--- src/rtl/mmt_feeder_if.sv ---
// Handshake bundle between the feeder, its upstream producer and the MMT engine.
// The slave side is the feeder; the master side drives streams/commands and the MMT result flag.
interface mmt_feeder_if;
   logic       s_valid;
   logic [7:0] s_data;
   logic       s_ready;

   logic       cmd_valid;
   logic [1:0] cmd_mode;
   logic [4:0] cmd_idx_a;
   logic [4:0] cmd_idx_b;
   logic [4:0] cmd_idx_c;
   logic       cmd_ready;

   logic       in_valid;
   logic [7:0] matrix;
   logic [1:0] matrix_size;
   logic       in_valid2;
   logic [4:0] matrix_idx;
   logic [1:0] mode;
   logic       out_valid;

   modport master (
      output s_valid, s_data, cmd_valid, cmd_mode, cmd_idx_a, cmd_idx_b, cmd_idx_c, out_valid,
      input  s_ready, cmd_ready, in_valid, matrix, matrix_size, in_valid2, matrix_idx, mode
   );

   modport slave (
      input  s_valid, s_data, cmd_valid, cmd_mode, cmd_idx_a, cmd_idx_b, cmd_idx_c, out_valid,
      output s_ready, cmd_ready, in_valid, matrix, matrix_size, in_valid2, matrix_idx, mode
   );
endinterface

--- src/rtl/mmt_feeder.sv ---
// Feeds a matrix-load stream and then compute commands into an MMT engine.
// Every output is a flop; handshake readies are registered from the next state.
module mmt_feeder (
   input  logic       clk,
   input  logic       rst_n,
   input  logic       start,
   input  logic [1:0] cfg_size,
   mmt_feeder_if.slave bus,
   output logic       busy,
   output logic       err,
   output logic [7:0] res_count
);

   typedef enum logic [2:0] {IDLE, LOAD, CMD_WAIT, ISSUE, WAIT_RES} state_e;

   state_e      state_q, state_d;
   logic [1:0]  size_q, size_d;
   logic [11:0] cnt_q, cnt_d;
   logic [11:0] last_idx;
   logic        err_q, err_d;
   logic [7:0]  res_q, res_d;
   logic        seen_q, seen_d;
   logic [1:0]  iss_q, iss_d;
   logic [4:0]  idx_b_q, idx_b_d;
   logic [4:0]  idx_c_q, idx_c_d;

   logic        s_ready_q, s_ready_d;
   logic        cmd_ready_q, cmd_ready_d;
   logic        busy_q, busy_d;
   logic        in_valid_q, in_valid_d;
   logic [7:0]  matrix_q, matrix_d;
   logic [1:0]  msize_q, msize_d;
   logic        in_valid2_q, in_valid2_d;
   logic [4:0]  midx_q, midx_d;
   logic [1:0]  mode_q, mode_d;

   // Index of the final element: 16*N*N - 1
   always_comb begin
      last_idx = 12'd63;
      case (size_q)
         2'd0: last_idx = 12'd63;
         2'd1: last_idx = 12'd255;
         2'd2: last_idx = 12'd1023;
         2'd3: last_idx = 12'd4095;
         default: last_idx = 12'd63;
      endcase
   end

   always_comb begin
      state_d     = state_q;
      size_d      = size_q;
      cnt_d       = cnt_q;
      err_d       = err_q;
      res_d       = res_q;
      seen_d      = seen_q;
      iss_d       = iss_q;
      idx_b_d     = idx_b_q;
      idx_c_d     = idx_c_q;
      in_valid_d  = 1'b0;
      matrix_d    = 8'd0;
      msize_d     = 2'd0;
      in_valid2_d = 1'b0;
      midx_d      = 5'd0;
      mode_d      = 2'd0;

      case (state_q)
         IDLE: begin
            if (start) begin
               state_d = LOAD;
               size_d  = cfg_size;
               cnt_d   = 12'd0;
               err_d   = 1'b0;
               res_d   = 8'd0;
            end
         end

         LOAD: begin
            if (bus.s_valid && s_ready_q) begin
               in_valid_d = 1'b1;
               matrix_d   = bus.s_data;
               msize_d    = (cnt_q == 12'd0) ? size_q : 2'd0;
               cnt_d      = cnt_q + 12'd1;
               if (cnt_q == last_idx)
                  state_d = CMD_WAIT;
            end else if (cnt_q != 12'd0) begin
               // Stream stalled mid-matrix: the engine cannot tolerate gaps
               state_d = IDLE;
               err_d   = 1'b1;
            end
         end

         CMD_WAIT: begin
            if (bus.cmd_valid && cmd_ready_q) begin
               state_d     = ISSUE;
               idx_b_d     = bus.cmd_idx_b;
               idx_c_d     = bus.cmd_idx_c;
               in_valid2_d = 1'b1;
               midx_d      = bus.cmd_idx_a;
               mode_d      = bus.cmd_mode;
               iss_d       = 2'd1;
            end else if (start) begin
               state_d = IDLE;
            end
         end

         ISSUE: begin
            in_valid2_d = 1'b1;
            if (iss_q == 2'd1) begin
               midx_d = idx_b_q;
               iss_d  = 2'd2;
            end else begin
               midx_d  = idx_c_q;
               iss_d   = 2'd0;
               seen_d  = 1'b0;
               state_d = WAIT_RES;
            end
         end

         WAIT_RES: begin
            // Result is done on the falling edge of out_valid
            if (bus.out_valid) begin
               seen_d = 1'b1;
            end else if (seen_q) begin
               seen_d  = 1'b0;
               res_d   = res_q + 8'd1;
               state_d = CMD_WAIT;
            end
         end

         default: state_d = IDLE;
      endcase

      s_ready_d   = (state_d == LOAD);
      cmd_ready_d = (state_d == CMD_WAIT);
      busy_d      = (state_d == LOAD) || (state_d == ISSUE) || (state_d == WAIT_RES);
   end

   always_ff @(posedge clk or negedge rst_n) begin
      if (!rst_n) begin
         state_q     <= IDLE;
         size_q      <= 2'd0;
         cnt_q       <= 12'd0;
         err_q       <= 1'b0;
         res_q       <= 8'd0;
         seen_q      <= 1'b0;
         iss_q       <= 2'd0;
         idx_b_q     <= 5'd0;
         idx_c_q     <= 5'd0;
         s_ready_q   <= 1'b0;
         cmd_ready_q <= 1'b0;
         busy_q      <= 1'b0;
         in_valid_q  <= 1'b0;
         matrix_q    <= 8'd0;
         msize_q     <= 2'd0;
         in_valid2_q <= 1'b0;
         midx_q      <= 5'd0;
         mode_q      <= 2'd0;
      end else begin
         state_q     <= state_d;
         size_q      <= size_d;
         cnt_q       <= cnt_d;
         err_q       <= err_d;
         res_q       <= res_d;
         seen_q      <= seen_d;
         iss_q       <= iss_d;
         idx_b_q     <= idx_b_d;
         idx_c_q     <= idx_c_d;
         s_ready_q   <= s_ready_d;
         cmd_ready_q <= cmd_ready_d;
         busy_q      <= busy_d;
         in_valid_q  <= in_valid_d;
         matrix_q    <= matrix_d;
         msize_q     <= msize_d;
         in_valid2_q <= in_valid2_d;
         midx_q      <= midx_d;
         mode_q      <= mode_d;
      end
   end

   assign bus.s_ready     = s_ready_q;
   assign bus.cmd_ready   = cmd_ready_q;
   assign bus.in_valid    = in_valid_q;
   assign bus.matrix      = matrix_q;
   assign bus.matrix_size = msize_q;
   assign bus.in_valid2   = in_valid2_q;
   assign bus.matrix_idx  = midx_q;
   assign bus.mode        = mode_q;
   assign busy            = busy_q;
   assign err             = err_q;
   assign res_count       = res_q;

endmodule

--- src/flat_wrapper.sv ---
// flat-port wrapper written by rule: the top's interface ports become plain ports
module mmt_feeder_flat 
  (clk, rst_n, start, cfg_size, busy, err, res_count, bus_s_valid, bus_s_data, bus_cmd_valid, bus_cmd_mode, bus_cmd_idx_a, bus_cmd_idx_b, bus_cmd_idx_c, bus_out_valid, bus_s_ready, bus_cmd_ready, bus_in_valid, bus_matrix, bus_matrix_size, bus_in_valid2, bus_matrix_idx, bus_mode);
  mmt_feeder_if bus_i ();
  input  logic clk;
  input  logic rst_n;
  input  logic start;
  input  logic [1:0] cfg_size;
  output logic busy;
  output logic err;
  output logic [7:0] res_count;
  input wire logic [$bits(bus_i.s_valid)-1:0] bus_s_valid;
  input wire logic [$bits(bus_i.s_data)-1:0] bus_s_data;
  input wire logic [$bits(bus_i.cmd_valid)-1:0] bus_cmd_valid;
  input wire logic [$bits(bus_i.cmd_mode)-1:0] bus_cmd_mode;
  input wire logic [$bits(bus_i.cmd_idx_a)-1:0] bus_cmd_idx_a;
  input wire logic [$bits(bus_i.cmd_idx_b)-1:0] bus_cmd_idx_b;
  input wire logic [$bits(bus_i.cmd_idx_c)-1:0] bus_cmd_idx_c;
  input wire logic [$bits(bus_i.out_valid)-1:0] bus_out_valid;
  output wire logic [$bits(bus_i.s_ready)-1:0] bus_s_ready;
  output wire logic [$bits(bus_i.cmd_ready)-1:0] bus_cmd_ready;
  output wire logic [$bits(bus_i.in_valid)-1:0] bus_in_valid;
  output wire logic [$bits(bus_i.matrix)-1:0] bus_matrix;
  output wire logic [$bits(bus_i.matrix_size)-1:0] bus_matrix_size;
  output wire logic [$bits(bus_i.in_valid2)-1:0] bus_in_valid2;
  output wire logic [$bits(bus_i.matrix_idx)-1:0] bus_matrix_idx;
  output wire logic [$bits(bus_i.mode)-1:0] bus_mode;
  assign bus_i.s_valid = bus_s_valid;
  assign bus_i.s_data = bus_s_data;
  assign bus_i.cmd_valid = bus_cmd_valid;
  assign bus_i.cmd_mode = bus_cmd_mode;
  assign bus_i.cmd_idx_a = bus_cmd_idx_a;
  assign bus_i.cmd_idx_b = bus_cmd_idx_b;
  assign bus_i.cmd_idx_c = bus_cmd_idx_c;
  assign bus_i.out_valid = bus_out_valid;
  assign bus_s_ready = bus_i.s_ready;
  assign bus_cmd_ready = bus_i.cmd_ready;
  assign bus_in_valid = bus_i.in_valid;
  assign bus_matrix = bus_i.matrix;
  assign bus_matrix_size = bus_i.matrix_size;
  assign bus_in_valid2 = bus_i.in_valid2;
  assign bus_matrix_idx = bus_i.matrix_idx;
  assign bus_mode = bus_i.mode;
  mmt_feeder u_core (.clk(clk), .rst_n(rst_n), .start(start), .cfg_size(cfg_size), .bus(bus_i), .busy(busy), .err(err), .res_count(res_count));
endmodule
--- config.mk ---
export PLATFORM = sky130hd
export DESIGN_NAME = mmt_feeder_flat
export DESIGN_NICKNAME = d
export VERILOG_FILES = /design/src/rtl/mmt_feeder_if.sv /design/src/rtl/mmt_feeder.sv /design/src/flat_wrapper.sv
export SDC_FILE = /design/constraint.sdc
export NUM_CORES = 1
export LEC_CHECK = 0
export ABC_AREA = 1
export BUFFER_PORTS_ARGS = -buffer_cell sky130_fd_sc_hd__buf_4
export CELL_PAD_IN_SITES_DETAIL_PLACEMENT = 1
export CELL_PAD_IN_SITES_GLOBAL_PLACEMENT = 1
export CORE_ASPECT_RATIO = 0.5
export CORE_UTILIZATION = 41
export CTS_BUF_LIST = sky130_fd_sc_hd__clkbuf_2
export CTS_CLUSTER_DIAMETER = 50
export DETAILED_ROUTE_END_ITERATION = 7
export GPL_TIMING_DRIVEN = 0
export PLACE_DENSITY_LB_ADDON = 0.1
export SLEW_MARGIN = 20
export SYNTH_ARGS = -nofsm -noshare
export SYNTH_HDL_FRONTEND = slang
export SYNTH_SLANG_ARGS = --single-unit
--- constraint.sdc ---
create_clock -name clk -period 1.8 [get_ports clk]
set_clock_uncertainty 0.15 [all_clocks]
set_input_delay 0.27 -clock clk [delete_from_list [all_inputs] [get_ports clk]]
set_output_delay 0.27 -clock clk [all_outputs]
set_load 0.05 [all_outputs]
# Yosys cells after proc, flatten, opt, wreduce, memory -nomap -nowiden
# Index checks and enable logic that the tools add are counted.
# word_totals
register_bits,61
in_bits,33
output_inout_bits,31
elab_cells,102
# op_classes
addsub,2
eq_ne,21
mux,42
reduce_logical,19
# op_table
cell,n
$pmux W12 S4,1
$mux W8,5
$mux W3,9
$mux W12,2
$pmux W12 S2,1
$pmux W8 S2,1
$pmux W3 S5,1
$mux W2,7
$add A12 B1 Y12 const B,1
$eq A12 B12 Y1,1
$eq A3 B2 Y1 const B,4
$logic_not A12 Y1,1
$reduce_bool A12 Y1,1
$mux W5,2
$pmux W5 S2,1
$add A8 B1 Y8 const B,1
$mux W1,8
$ne A2 B1 Y1 const B,4
$ne A2 B2 Y1 const B,4
$reduce_and A2 Y1,4
$reduce_and A4 Y1,2
$reduce_bool A2 Y1,4
$eq A3 B1 Y1 const B,2
$eq A3 B3 Y1 const B,2
9 further kinds,15

# Logic depth before layout (Yosys ltp)
# Gate-level depths: netlist of run 1.
# depth
depth_word,9
depth_mapped,9
mapped_depth_nobuf,9

# Least setup slack after synthesis of run 1
# No wires, ideal clock.
# synth_path
kind,reg-to-reg
from,register u_core.s_ready_q (netlist: u_core.bus.s_ready)
to,register u_core.busy_q (netlist: u_core.busy)
setup_ns,0.125
t_arrival_ns,1.509
t_required_ns,1.525
slack_ns,0.016
stages_incl_launch_ff,8
path_buffers,0
period_less_slack_ns,1.784
cell_sequence,dfrtp_1 nand2_1 inv_2 nand2_1 nor2_1 nand2_1 a21oi_1 nand2_1
# synth_via
elab_chain_cells,6
elab_cells_between_ends,8
cone_classes,eq/ne (3); mux (2); reduce/logical (3)
# synth_rtl
element,line_no,text
"start, declared",mmt_feeder.sv:27,"logic s_ready_q, s_ready_d;"
"start signal, assigned",mmt_feeder.sv:168,s_ready_q <= s_ready_d;
$logic_and A1 B1 Y1 *,mmt_feeder.sv:78,if (bus.s_valid && s_ready_q) begin
$mux W3 *,mmt_feeder.sv:78,
$pmux W3 S5 *,mmt_feeder.sv:66,case (state_q)
$eq A3 B1 Y1 or $eq A3 B2 Y1 (tied branches),mmt_feeder.sv:135,busy_d = (state_d == LOAD) || (state_d == ISSUE) || (state_d == WAIT_RES);
$logic_or A1 B1 Y1,mmt_feeder.sv:135,
$logic_or A1 B1 Y1 *,mmt_feeder.sv:135,
via u_core.busy_d,mmt_feeder.sv:29,"logic busy_q, busy_d;"
"end signal, assigned",mmt_feeder.sv:170,busy_q <= busy_d;
"end, declared",mmt_feeder.sv:29,
# Mark *: on every way through the listed nets, which the timed path passes. The rest lies on a longest branch.
# A chain may end at the register's enable or synchronous reset.

# Worst setup path in the final report of run 1
# layout_path
from,register u_core.state_q[0]
to,register u_core.size_q[1]
# layout_via
elab_chain_cells,2
# layout_rtl
element,line_no,text
"start, declared",mmt_feeder.sv:16,"state_e state_q, state_d;"
"start signal, assigned",mmt_feeder.sv:159,state_q <= state_d;
$logic_not A3 Y1,mmt_feeder.sv:66,
$reduce_and A2 Y1 (no source line),--,
"end signal, assigned",mmt_feeder.sv:160,size_q <= size_d;
"end, declared",mmt_feeder.sv:17,"logic [1:0] size_q, size_d;"
# Every way passes these cells.

==> results of run 1 <==
## through the flow
step           setup WS [ns]  power, mW  utilization  hold slack, ns
4_1_cts               0.0344       3.97        0.580          0.0409
6_report            0.000798       4.03        0.588          0.0697
3_5_place_dp          0.0496       3.11        0.520           0.263
5_1_grt              -0.0810       4.26        0.588          0.0317
3_3_place_gp           0.154       3.04        0.520           0.247
2_1_floorplan         0.0161       2.66            -          -0.176
## final cells by class
cell class,instances,area (µm²),share of cell area
Sequential cell,61,1530,0.380
Multi-Input combinational cell,253,1260,0.313
Timing Repair Buffer,99,836,0.207
Inverter,37,154,0.0382
Tap cell,92,115,0.0286
Clock buffer,10,50.0,0.0124
Buffer,5,43.8,0.0109
Clock inverter,4,41.3,0.0102
## sequential cells by signal (all words and copies together), names as in the netlist, 2 cells and up
name and cells:
u_core.bus.matrix 8, u_core.bus.matrix_idx 5, u_core.bus.matrix_size 2, u_core.bus.mode 2, u_core.cnt_q 12, u_core.idx_b_q 5, u_core.idx_c_q 5, u_core.iss_q 2
u_core.res_count 8, u_core.size_q 2, u_core.state_q 3
## cell families (layout without fill, tap and decap cells)
family                   Yosys count  in the layout  share of synthesized area
AND/OR/NAND/NOR                  220            220                      0.351
flip-flops                        61             61                      0.513
buffers and inverters             42            155                     0.0664
AO/OA/AOI/OAI                     28             28                     0.0517
adder cells (fa/ha/maj)            3              3                     0.0126
XOR/XNOR                           2              2                    0.00588
## power breakdown
| part | switching [mW] | internal, mW |
|---|---|---|
| registers | 0.134 | 1.52 |
| clock network | 0.501 | 0.299 |
| logic | 1.04 | 0.534 |
| total | 1.68 | 2.36 |
## metal layers
metal  up-vias  GRT usage
li1       1359          -
met1      1411      0.292
met2        59      0.450
met3        22     0.0855
met4         0     0.0884
met5         -          0
## how the worst max path moves through the flow
| stage | cells after the start | endpoint |
|---|---|---|
| 2_1_floorplan | 7 | u_core.busy$_DFF_PN0_ |
| 3_3_place_gp | 6 | u_core.busy$_DFF_PN0_ |
| 3_5_place_dp | 6 | u_core.busy$_DFF_PN0_ |
| 4_1_cts | 6 | u_core.cnt_q[8]$_DFFE_PN0P_ |
| 5_1_grt | 6 | u_core.size_q[1]$_DFFE_PN0P_ |
| 6_report | 6 | u_core.size_q[1]$_DFFE_PN0P_ |
## worst max-delay path, cell delays in order, from the launching register on
cell           delay (ns)
dfrtp_1              0.44
inv_2                0.12
nand2_2              0.12
nor2_8               0.14
nand2_1              0.06
dlygate4sd3_1        0.58
o21ai_0              0.11
## what timing repair did
item,CTS,global route
endpoints found under the hold margin,95,0
setup buffers,0,4
resized for setup,0,5
hold buffers,32,0
setup endpoints to repair,0,5
## cells in the final DEF (no fill, tap or decap), types with 2 or more instances in the layout
cell,netlist,routed
a21oi_1,4,4
nor2_2,4,4
nand3_2,3,3
clkbuf_2,0,10
nand2_2,6,6
buf_4,0,66
xor2_1,2,2
nand2_1,115,115
o21ai_1,8,8
dfrtp_1,61,58
nor2_8,2,2
nor3_1,9,8
inv_1,26,26
nand4_1,14,14
dfrtp_2,0,3
inv_4,4,4
nor2_4,4,4
ha_1,3,2
buf_2,2,2
o21ai_0,12,12
dlygate4sd3_1,0,32
nor2_1,30,30
buf_6,3,3
nand3_1,29,29
nand2_4,2,2
inv_2,6,6
clkinv_1,0,3
==> results_dict.tcl, run 1 <==
set metrics [dict create \
    final_max_slew_viol_count 0 \
    die_area_mm2 0.00763 \
    synth_top_flop_cell "dfrtp_1" \
    rows 21 \
    timing_worst_slew_pin_value_ns 0.814 \
    place_area_mm2 0.00357 \
    firstDrtPassIters 4 \
    antenna_found_initial 0 \
    crit_arrival_ns 2.09 \
    slew_headroom 0.457 \
    drt-initial-drc-count 118 \
    vias 2851 \
    synth-edff-count 0 \
    m1WireLength_um 3840 \
    numCtsBuffers 9 \
    ff2ff_setup_slack_ns 0.0008 \
    status "finished clean" \
    start_util 0.434 \
    finalWeightedCongestion 0.911 \
    setup_violations 0 \
    ir_drop_uv 460 \
    grt_pass1_vias 3154 \
    worstSetupEndpointType "flip-flop" \
    ys_types 29 \
    final_area_mm2 0.00403 \
    syn_nets 392 \
    reg2reg_to "u_core.size_q[1]$_DFFE_PN0P_" \
    drv_cap 0 \
    critPathLaunch "u_core.state_q[0]$_DFF_PN0_" \
    synth_top_area_share 0.513 \
    ys_ff_latch 61 \
    critical_path.max_fanout 3 \
    finish.net_count 502 \
    min_path_cells 5 \
    p_leak_nw 2.06 \
    syn_avg_cell_area_um2 8.36 \
    htreeDepth 3 \
    power_density_mw_per_mm2 1000 \
    fillers 838 \
    synth_top_area_cell "dfrtp_1" \
    cts_root_buffer "clkbuf_2" \
    ys_top_cells_by_area "dfrtp_1 51%, nand2_1 14%, nand3_1 4.9%" \
    synthTopCellsByCount "115 x nand2_1, 61 x dfrtp_1, 30 x nor2_1" \
    cts_tree "done" \
    track_usage 0.257 \
    gr-total-overflow 0 \
    syn_inst 356 \
    yosysWarningCount 0 \
    fin_cells 561 \
    rr_startpoint "u_core.state_q[0]$_DFF_PN0_" \
    rsz0062_at_grt "yes" \
    hp-start "bus_cmd_valid" \
    clk_path_buf_depth 2 \
    cts.reportedPaths.clkPinSlew_ns 0.18 \
    drive_gt1_frac 0.264 \
    grt_start_max_net_pins 62 \
    placed_cells 511 \
    post_drt_wl_per_cell_um 16.1 \
    hold_viol_final 0 \
    diodes 0 \
    synth_most_common_cell "nand2_1" \
    top_layer "met4" \
    coreArea_mm2 0.00686 \
    path_class "reg2reg" \
    grt_pass1_wl_um 14900 \
    die_height_um 62.3 \
    yosysSeqAreaShare 0.513 \
    viasPerCell 5.08 \
    max_freq_mhz 556 \
    insertion_delay_ns 0.52 \
    cp-start-kind "flip-flop" \
    port_buffers 63 \
    reg2regPathDepth 6 \
    io_pins 64 \
    antenna_left 0 \
    whs_endpoint "u_core.bus.matrix_idx[3]$_DFF_PN0_" \
    drc 0 \
    syn-cell-area_mm2 0.00298 \
    die_w_um 123 \
    hpwl_um 5800 \
    min_period_ns 1.80 \
    async_reset_ff_frac 1.00 \
    required_ns 2.09 \
    fin_crit_sh 1.00 \
    cts_sinks 61 \
    wl_um 9050 \
    min_path_type "in2reg" \
    wl_met3_um 393 \
    setup-tns-final_ns 0 \
    met2_length_um 4600 \
    areaGrowthSynthToFinish_pct 35.4 \
]
(Power assumes the default switching activity.)
==> inputs of run 2 (changes only) <==
RECOVER_POWER = 100   (was default)
==> results_dict.tcl, run 2 (same netlist as run 1, synthesis figures left out) <==
set metrics [dict create \
    largest_register_ffs 12 \
    rows 21 \
    grt_pass1_vias 3154 \
    cts.reportedPaths.clkPinSlew_ns 0.18 \
    cp-start-kind "flip-flop" \
    drt-initial-drc-count 118 \
    die_height_um 62.3 \
    path_cells "inv_2 > nand2_2 > nor2_8 > nand2_1 > dlygate4sd3_1 > o21ai_0" \
    clk_path_buf_depth 2 \
    placed_cells 511 \
    reg2regPathDepth 6 \
    whs_endpoint "u_core.bus.matrix_idx[3]$_DFF_PN0_" \
    swShare 0.416 \
    drc 0 \
    fin_crit_sh 1.00 \
    finish.net_count 502 \
    cts_root_buffer "clkbuf_2" \
    grt_pass1_wl_um 14900 \
    crit_arrival_ns 2.09 \
    violations "negative setup slack" \
    die_area_mm2 0.00763 \
    hpwl_um 5800 \
    firstDrtPassIters 4 \
    hp-start "bus_cmd_valid" \
    p_seq_frac 0.411 \
    start_util 0.434 \
    fillers 838 \
    drive_gt1_frac 0.264 \
    min_period_ns 1.80 \
    die_w_um 123 \
    clkPwrFrac 0.198 \
    worst_slack_ns -0.000157 \
    timing_worst_slew_pin_value_ns 0.884 \
    diodes 0 \
    critical_path.max_fanout 3 \
    crit_family "buffers and inverters" \
    areaGrowthSynthToFinish_pct 35.4 \
    cpMaxStageDelayCell "dlygate4sd3_1" \
    ff2ff_setup_slack_ns -0.0002 \
    insertion_delay_ns 0.52 \
    hold_viol_final 0 \
    max_stage_delay_ns 0.58 \
    wl_um 9050 \
    numCtsBuffers 9 \
    required_ns 2.09 \
    p_leak_nw 2.06 \
    slew_headroom 0.411 \
    viasPerCell 5.09 \
    ir_drop_uv 459 \
    layout_commonest_cell "nand2_1" \
    port_buffers 63 \
    fin_cells 561 \
    drv_cap 0 \
    cts_sinks 61 \
    max_freq_mhz 556 \
    p_comb_frac 0.391 \
    cp_num_buf_inv 2 \
    rr_startpoint "u_core.state_q[0]$_DFF_PN0_" \
    vias 2854 \
    power_density_mw_per_mm2 1000 \
    antenna_left 0 \
    min_path_cells 5 \
    setup-tns-final_ns -0.000157 \
    cts_tree "done" \
    coreArea_mm2 0.00686 \
    rsz0062_at_grt "yes" \
    grt_start_max_net_pins 62 \
    status "finished, violations left" \
    antenna_found_initial 0 \
    path_class "reg2reg" \
    worstSetupEndpointType "flip-flop" \
    holdWs_ns 0.0697 \
    min_path_type "in2reg" \
    layout_common_cells "115 x nand2_1, 65 x buf_4, 58 x dfrtp_1" \
    setup_violations 1 \
    totalPowerFinal_mw 4.03 \
    gr-total-overflow 0 \
    top_register "u_core.cnt_q" \
    post_drt_wl_per_cell_um 16.1 \
    htreeDepth 3 \
    reg2reg_to "u_core.size_q[1]$_DFFE_PN0P_" \
    track_usage 0.257 \
    io_pins 64 \
    final_max_slew_viol_count 0 \
    p_sw_mw 1.68 \
    finalWeightedCongestion 0.911 \
    internal-power_mw 2.36 \
]
-- run 2: worst max-delay path by stage --
stage	from	end	slack (ns)	cells after the start
2_1_floorplan	u_core.bus.s_ready$_DFF_PN0_	u_core.busy$_DFF_PN0_	0.02	7
3_3_place_gp	u_core.cnt_q[0]$_DFFE_PN0P_	u_core.busy$_DFF_PN0_	0.15	6
3_5_place_dp	u_core.cnt_q[0]$_DFFE_PN0P_	u_core.busy$_DFF_PN0_	0.05	6
4_1_cts	u_core.cnt_q[0]$_DFFE_PN0P_	u_core.cnt_q[8]$_DFFE_PN0P_	0.03	6
5_1_grt	u_core.state_q[0]$_DFF_PN0_	u_core.size_q[1]$_DFFE_PN0P_	-0.08	6
6_report	u_core.state_q[0]$_DFF_PN0_	u_core.size_q[1]$_DFFE_PN0P_	-0.0002	6
-- run 2: worst reg2reg max path, delay by kind of cell, from the launching register on --
family | cells | cell delay, ns
buffers and inverters | 2 | 0.70
AOI/OAI and AO/OA | 1 | 0.11
and+or+nand+nor | 3 | 0.32
DFF | 1 | 0.44
-- run 2: stage by stage --
stage	utilization	worst slack, ns	instance area (µm²)
5_1_grt	0.588	-0.0810	4030
6_report	0.588	-0.000157	4030
2_1_floorplan	-	0.0161	2980
4_1_cts	0.580	0.0344	3980
3_3_place_gp	0.520	0.154	3570
3_5_place_dp	0.520	0.0496	3570
-- run 2: what timing repair did --
action / CTS / global route
hold endpoints to repair: 95 / 0
hold buffers: 32 / 0
resized for setup: 0 / 5
endpoints found under the setup margin: 0 / 5
buffers inserted: 0 / 4
-- run 2: final cells by class --
cell class,count,area [µm²],share of cell area
Inverter,37,154,0.0382
Sequential cell,61,1530,0.380
Buffer,5,43.8,0.0109
Tap cell,92,115,0.0286
Clock buffer,10,50.0,0.0124
Clock inverter,4,41.3,0.0102
Multi-Input combinational cell,253,1260,0.313
Timing Repair Buffer,99,836,0.207
-- run 2: routing by layer --
layer / up-vias / share of wire / track usage
li1: 1359 / - / -
met1: 1414 / 0.43 / 0.292
met2: 59 / 0.51 / 0.450
met3: 22 / 0.044 / 0.0855
met4: 0 / 0.024 / 0.0884
met5: - / 0 / 0
-- run 2: power by group through the flow --
stage	Combinational [mW]	Clock, mW	Sequential (mW)
after detailed placement	1.44	0	1.68
after floorplan	0.750	0	1.91
after global routing	1.71	0.869	1.68
after global placement	1.38	0	1.67
after CTS	1.50	0.815	1.65
final	1.57	0.800	1.66
==> inputs of run 3 (changes only) <==
MAX_ROUTING_LAYER = met4   (was default)
==> results_dict.tcl, run 3 (same netlist as run 1, synthesis figures left out) <==
set metrics [dict create \
    cts_sinks 61 \
    viasPerCell 5.07 \
    cts_root_buffer "clkbuf_2" \
    rows 21 \
    p_leak_nw 2.08 \
    finish.utilization 0.591 \
    wl_um 9140 \
    numCtsBuffers 9 \
    grt_pass1_wl_um 15200 \
    crit_arrival_ns 2.07 \
    slew_headroom 0.422 \
    timing_worst_slew_pin_value_ns 0.867 \
    die_height_um 62.3 \
    path_class "reg2reg" \
    fin_crit_sh 0.974 \
    worstSetupEndpointType "flip-flop" \
    min_period_ns 1.75 \
    final_max_slew_viol_count 0 \
    diodes 0 \
    drive_gt1_frac 0.272 \
    ir_drop_uv 453 \
    firstDrtPassIters 4 \
    io_pins 64 \
    setup_violations 0 \
    whs_endpoint "u_core.bus.matrix_idx[3]$_DFF_PN0_" \
    holdWs_ns 0.0631 \
    die_area_mm2 0.00763 \
    worst_slack_ns 0.0473 \
    rr_startpoint "u_core.state_q[0]$_DFF_PN0_" \
    cts.reportedPaths.clkPinSlew_ns 0.18 \
    reg2regPathDepth 8 \
    finalWeightedCongestion 0.932 \
    post_drt_wl_per_cell_um 16.1 \
    min_path_type "in2reg" \
    vias 2872 \
    reg2reg_to "u_core.bus.matrix_idx[4]$_DFF_PN0_" \
    antenna_left 0 \
    grt_pass1_vias 3157 \
    place_ws_ns 0.0981 \
    power_density_mw_per_mm2 997 \
    max_freq_mhz 571 \
    start_util 0.434 \
    hold_viol_final 0 \
    cp-start-kind "flip-flop" \
    drv_cap 0 \
    min_path_cells 5 \
    layout_commonest_cell "nand2_1" \
    fillers 831 \
    gr-total-overflow 0 \
    cts_tree "done" \
    track_usage 0.270 \
    layout_common_cells "115 x nand2_1, 59 x buf_4, 59 x dfrtp_1" \
    status "finished clean" \
    die_w_um 123 \
    port_buffers 63 \
    ff2ff_setup_slack_ns 0.05 \
    hp-start "bus_cmd_valid" \
    drc 0 \
    critPathLaunch "u_core.state_q[0]$_DFF_PN0_" \
    insertion_delay_ns 0.52 \
    largest_register_ffs 12 \
    drt-initial-drc-count 120 \
    hpwl_um 5860 \
    totalPowerFinal_mw 4.04 \
    coreArea_mm2 0.00686 \
    areaGrowthSynthToFinish_pct 36.2 \
    top_register "u_core.cnt_q" \
    required_ns 2.11 \
    clk_path_buf_depth 2 \
    htreeDepth 3 \
    finish.net_count 505 \
    critical_path.max_fanout 8 \
    antenna_found_initial 0 \
    grt_start_max_net_pins 62 \
]
run 3: cell type report:
cell class,count,area (µm²),share of cell area
Buffer,5,43.8,0.0108
Clock buffer,11,55.1,0.0136
Clock inverter,5,51.3,0.0127
Inverter,37,154,0.0380
Multi-Input combinational cell,253,1260,0.310
Sequential cell,61,1530,0.377
Tap cell,92,115,0.0284
Timing Repair Buffer,102,851,0.210
run 3: where the power goes:
group          leakage [nW]  internal (mW)  switching, mW
combinational          1.20          0.516           1.03
clock                0.0694          0.323          0.522
sequential            0.815           1.52          0.128
run 3: worst max-delay path by stage:
stage                                                     to  slack [ns]  depth (start not counted)
after floorplan                        u_core.busy$_DFF_PN0_        0.02                          7
after global placement                 u_core.busy$_DFF_PN0_        0.15                          6
after detailed placement         u_core.cnt_q[8]$_DFFE_PN0P_         0.1                          6
after CTS                       u_core.size_q[0]$_DFFE_PN0P_        0.03                          6
after global routing      u_core.bus.matrix_idx[4]$_DFF_PN0_       -0.02                          8
final                     u_core.bus.matrix_idx[4]$_DFF_PN0_        0.05                          8
run 3: routing by layer:
layer  global-route usage  part of all wire  vias up
li1                     -                 -     1374
met1                0.316              0.43     1417
met2                0.456              0.51       66
met3               0.0699             0.040       15
met4               0.0777             0.016        0
met5                    -                 0        -
run 3: stage by stage:
step	cell area, µm²	std cells	TNS, ns
4_1_cts	4000	560	0
6_report	4060	566	0
3_3_place_gp	3570	511	0
5_1_grt	4060	566	-0.0509
2_1_floorplan	2980	356	0
3_5_place_dp	3570	511	0
run 3: what timing repair did:
action,4_1_cts,5_1_grt
endpoints found under the setup margin,0,6
hold endpoints to repair,95,0
hold buffers,33,0
buffers inserted,0,7
gates resized for setup,0,5
run 3: worst max-delay path, cell delays in order (launching register included):
cell and delay [ns]:
dfrtp_1 0.43, inv_2 0.07, buf_4 0.14, nor3_4 0.19, buf_12 0.15, inv_4 0.04
nor2_2 0.27, nand2_1 0.13, nand3_1 0.12
